<file path="src/rtl/ts_stream_arbiter.sv">
// Packet-atomic round-robin merge of N timestamp byte streams onto one AXI-S output.
// Each forwarded packet is prefixed with a header byte {HDR_TAG, source index}.
module ts_stream_arbiter #(
  parameter int unsigned N_SRC     = 4,
  parameter int unsigned SRC_BITS  = (N_SRC > 1) ? $clog2(N_SRC) : 1,
  parameter logic [3:0]  HDR_TAG   = 4'hA,
  parameter int unsigned CNT_WIDTH = 16
) (
  input  logic                   i_clk,
  input  logic                   i_rst_n,
  input  logic [N_SRC-1:0]       i_src_en,
  input  logic [8*N_SRC-1:0]     i_s_axis_tdata,
  input  logic [N_SRC-1:0]       i_s_axis_tvalid,
  output logic [N_SRC-1:0]       o_s_axis_tready,
  input  logic [N_SRC-1:0]       i_s_axis_tlast,
  output logic [7:0]             o_m_axis_tdata,
  output logic                   o_m_axis_tkeep,
  output logic                   o_m_axis_tvalid,
  input  logic                   i_m_axis_tready,
  output logic                   o_m_axis_tlast,
  output logic [SRC_BITS-1:0]    o_grant,
  output logic                   o_busy,
  output logic [CNT_WIDTH-1:0]   o_pkt_cnt
);

  typedef enum logic [1:0] {IDLE, HDR, PAYLOAD} state_e;

  localparam logic [SRC_BITS-1:0] PTR_RST = SRC_BITS'(N_SRC - 1);

  state_e                 state_q, state_d;
  logic [SRC_BITS-1:0]    grant_q, grant_d;
  logic [SRC_BITS-1:0]    ptr_q, ptr_d;
  logic [CNT_WIDTH-1:0]   cnt_q, cnt_d;

  logic [N_SRC-1:0]       elig;
  logic                   found;
  logic [SRC_BITS-1:0]    pick;
  logic [7:0]             g_data;
  logic                   g_valid;
  logic                   g_last;

  assign elig = i_s_axis_tvalid & i_src_en;

  // Two passes replace a modulo search: first above the pointer, then wrap to the lowest.
  always_comb begin : rr_pick
    found = 1'b0;
    pick  = '0;
    for (int unsigned k = 0; k < N_SRC; k++) begin
      if (!found && elig[k] && (SRC_BITS'(k) > ptr_q)) begin
        found = 1'b1;
        pick  = SRC_BITS'(k);
      end
    end
    for (int unsigned k = 0; k < N_SRC; k++) begin
      if (!found && elig[k]) begin
        found = 1'b1;
        pick  = SRC_BITS'(k);
      end
    end
  end

  always_comb begin : grant_mux
    g_data  = '0;
    g_valid = 1'b0;
    g_last  = 1'b0;
    for (int unsigned k = 0; k < N_SRC; k++) begin
      if (SRC_BITS'(k) == grant_q) begin
        g_data  = i_s_axis_tdata[8*k +: 8];
        g_valid = i_s_axis_tvalid[k];
        g_last  = i_s_axis_tlast[k];
      end
    end
  end

  always_comb begin : fsm_next
    state_d         = state_q;
    grant_d         = grant_q;
    ptr_d           = ptr_q;
    cnt_d           = cnt_q;
    o_m_axis_tdata  = '0;
    o_m_axis_tvalid = 1'b0;
    o_m_axis_tlast  = 1'b0;
    o_s_axis_tready = '0;
    unique case (state_q)
      IDLE: begin
        if (found) begin
          grant_d = pick;
          ptr_d   = pick;
          state_d = HDR;
        end
      end
      HDR: begin
        o_m_axis_tdata  = {HDR_TAG, 4'(grant_q)};
        o_m_axis_tvalid = 1'b1;
        if (i_m_axis_tready) state_d = PAYLOAD;
      end
      PAYLOAD: begin
        o_m_axis_tdata  = g_data;
        o_m_axis_tvalid = g_valid;
        o_m_axis_tlast  = g_last;
        for (int unsigned k = 0; k < N_SRC; k++) begin
          if (SRC_BITS'(k) == grant_q) o_s_axis_tready[k] = i_m_axis_tready;
        end
        if (g_valid && g_last && i_m_axis_tready) begin
          cnt_d   = cnt_q + CNT_WIDTH'(1);
          state_d = IDLE;
        end
      end
      default: state_d = IDLE;
    endcase
  end

  always_ff @(posedge i_clk or negedge i_rst_n) begin
    if (!i_rst_n) begin
      state_q <= IDLE;
      grant_q <= '0;
      ptr_q   <= PTR_RST;
      cnt_q   <= '0;
    end else begin
      state_q <= state_d;
      grant_q <= grant_d;
      ptr_q   <= ptr_d;
      cnt_q   <= cnt_d;
    end
  end

  assign o_m_axis_tkeep = 1'b1;
  assign o_grant        = grant_q;
  assign o_busy         = (state_q != IDLE);
  assign o_pkt_cnt      = cnt_q;

endmodule
</file>
<file path="config.mk">
export PLATFORM = sky130hd
export DESIGN_NAME = ts_stream_arbiter
export DESIGN_NICKNAME = d
export VERILOG_FILES = /design/src/rtl/ts_stream_arbiter.sv
export SDC_FILE = /design/constraint.sdc
export NUM_CORES = 1
export LEC_CHECK = 0
export CAP_MARGIN = 10
export CORE_UTILIZATION = 40
export CTS_CLUSTER_SIZE = 16
export DETAILED_ROUTE_END_ITERATION = 8
export PLACE_DENSITY_LB_ADDON = 0.15
export SLEW_MARGIN = 25
export SYNTH_ARGS = -nofsm -noshare
export SYNTH_HDL_FRONTEND = slang
export SYNTH_SLANG_ARGS = --single-unit
</file>
<file path="constraint.sdc">
create_clock -name i_clk -period 2.1 [get_ports i_clk]
set_input_delay 0.42 -clock i_clk [delete_from_list [all_inputs] [get_ports i_clk]]
set_output_delay 0.42 -clock i_clk [all_outputs]
set_load 0.05 [all_outputs]
</file>
==> metrics <==
failing checks setup timing; Starting Density 42.6%; Synth top cells by count 20 x dfrtp_1, 15 x xnor2_1, 14 x nand2_1; router iterations before antenna repair 4; Die Y 64.9 microns; H-Tree Level Count 1; worst vdd ir 0.00103 V; diode count 0; RSZ-0062 raised after global routing true; hold slack 0.475 ns; Multi-input gate area 0.00107 sq mm; crit end category output port; top sig layer met4; PortBufs 79; final wirelength 4780 microns; Hold Path Depth 1; hold endpoint o_pkt_cnt[15]; status complete, but fails checks; r2r endpoint o_pkt_cnt[1]; Synth async-reset ratio 100%; Seq pwr share 18.9%; post-detail-place hpwl 3600 microns; Sink Count 22; met3 WL 391 microns; # IOs 81; die footprint 0.00421 sq mm; clock network power share 11.7%; metal1 wirelength 1760 microns; fin worst setup slack -0.0232 ns; DR iter-0 viols 93; Power Dens Cells 1210 mW/mm^2; most numerous cell in the Yosys netlist dfrtp_1; Reg area 556 sq um; Filler cells 245; initial antenna violation count 0; largest cells by area after synthesis dfrtp_1 32%, mux4_2 8.5%, xnor2_1 8.3%; Yosys reg bits 22; Worst Path Required 1.68 ns; Mean Syn Cell Area 10.5 sq um; CP Class flip-flop to output port; Synth top area share 31.6%; WL met2 2530 microns; CP max FO 7; Comb pwr share 69.5%; layout cell share with drive strength beyond 1 35.2%; vias per std cell 5.59; # rows 22; vias after detailed routing 1,649; Pint 0.00187 W; synthesized area 0.00158 sq mm; Synth Flop Type dfrtp_1; largest net degree at the start of global routing 15; GRT Overall Usage 23.9%; core footprint 0.00372 sq mm; Post-Synthesis Cells 151; Placed Cells 284; Pleak 1.19 nW; kind of start point of the critical path flip-flop; CTS tree yes; first-pass GRT wire length 7760 microns; Final Setup Violations 6; Rel. slew slack 61.4%; synth warn 0; FF-to-FF path depth 6; synthesized net count 202; Root Buffer clkbuf_8; CTS buffer count 3; R2R Setup Slk 0.06 ns; worst skew pair latency 0.26 ns; Hold Crit Start o_pkt_cnt[15]; final setup skew 0.00164 ns; gpl congestion 0.807; Sum Neg Setup Slack -0.0556 ns; post-route ant nets 0; WL per Instance 16.2 microns; sequential area share after synthesis 35.0%; vias in the first global route 1,700; fin nets 299; hold_buf cts 0; arrival time worst endpoint 1.70 ns; Yosys top cell by area dfrtp_1; final core occ 75.7%; total congestion overflow 0; Final Hold Vio Count 0; Sw Share 45.0%; Syn-to-layout area delta 77.8%; fmax 0.471 GHz; worst hold path type flip-flop to flip-flop; DRC errors left 0; Max Slew Vio Count 0; final std cells w/o fill 295; clock slew at reported path FFs 0.08 ns; final worst-path cycle share 101%; unique cell type count in the Yosys netlist 44; clk buf depth 2; EDFF count, synth 0; Placement Setup Slack -0.0900 ns; Sw Pwr 0.00153 W; max_cap viols 0; Worst-Margin Slew 0.577 ns; Die Span X 64.9 microns; worst r2r src o_grant[0]; fin crit period 2.12 ns
-- registers in the layout (all words and copies together) (netlist names) --
name / count
ptr_q: 2
o_grant: 2
o_pkt_cnt: 16
state_q: 2
-- cell type report --
| type | count | area share [%] |
|---|---|---|
| Clock inverter | 1 | 1.07 |
| Sequential cell | 22 | 19.8 |
| Tap cell | 48 | 2.14 |
| Multi-Input combinational cell | 115 | 38.0 |
| Inverter | 6 | 0.801 |
| Clock buffer | 3 | 1.47 |
| Timing Repair Buffer | 100 | 36.8 |
-- critical path: stages, from the launching register on --
cell and delay [ns]:
dfrtp_2 0.50, buf_12 0.15, mux4_2 0.50, nand3_2 0.08, nand2_2 0.06, buf_8 0.15
-- metal layers --
layer,up-vias,GRT usage [%]
li1,746,-
met1,797,27.4
met2,96,43.0
met3,10,4.93
met4,0,9.44
met5,-,0
-- layout by cell type, fill, tap and decap left out, drive strengths merged, types with 3 or more instances in the layout --
cell type	Yosys	final
xnor2	15	15
mux2	3	3
nand4	6	6
clkdlybuf4s50	0	59
buf	5	38
dfrtp	20	20
and3	6	6
mux4	8	8
nor2b	4	4
inv	6	6
ha	4	4
a21boi	3	3
nand2	14	14
clkbuf	3	3
and2	4	4
and4	5	5
nand3	13	13
dlygate4sd2	0	3
a21oi	4	4
nor2	3	3
-- kinds of logic after synthesis --
kind of cell / count (synthesis) / synth area share, %
fa+ha+maj: 4 / 3.16
mux: 13 / 15.3
other cells: 1 / 0.237
xor+xnor: 15 / 8.31
simple gates: 60 / 22.8
flops: 22 / 35.0
compound gates: 22 / 9.97
buf+inv: 14 / 5.30
-- power groups by stage --
| stage | clock, W | sequential (W) | combinational [W] |
|---|---|---|---|
| floorplan | 0 | 0.000745 | 0.00122 |
| global placement | 0 | 0.000674 | 0.00187 |
| detailed placement | 0 | 0.000676 | 0.00191 |
| CTS | 0.000401 | 0.000640 | 0.00224 |
| global route | 0.000426 | 0.000658 | 0.00250 |
| finish | 0.000397 | 0.000643 | 0.00237 |
-- repair_timing --
action,CTS,global route
pin swaps,7,3
setup buffers,6,1
setup endpoints to repair,10,14
gates resized for setup,24,14
-- worst max-delay path by stage --
| stage | from | endpoint | slack, ns | cells past startpoint |
|---|---|---|---|---|
| floorplan | o_grant[1] | o_m_axis_tdata[1] | -0.09 | 5 |
| global placement | i_s_axis_tvalid[0] | o_m_axis_tvalid | -0.05 | 5 |
| detailed placement | i_s_axis_tvalid[0] | o_m_axis_tvalid | -0.09 | 5 |
| CTS | o_grant[0] | o_m_axis_tdata[5] | -0.03 | 5 |
| global route | o_grant[0] | o_m_axis_tdata[7] | -0.10 | 5 |
| finish | o_grant[0] | o_m_axis_tdata[7] | -0.02 | 5 |
-- stage by stage --
stage	instance area, sq um	total power [W]
global placement	2550	0.00254
floorplan	1620	0.00197
detailed placement	2550	0.00259
finish	2810	0.00341
global route	2810	0.00358
CTS	2750	0.00328
Note: power is estimated with default switching activity, not from simulation.
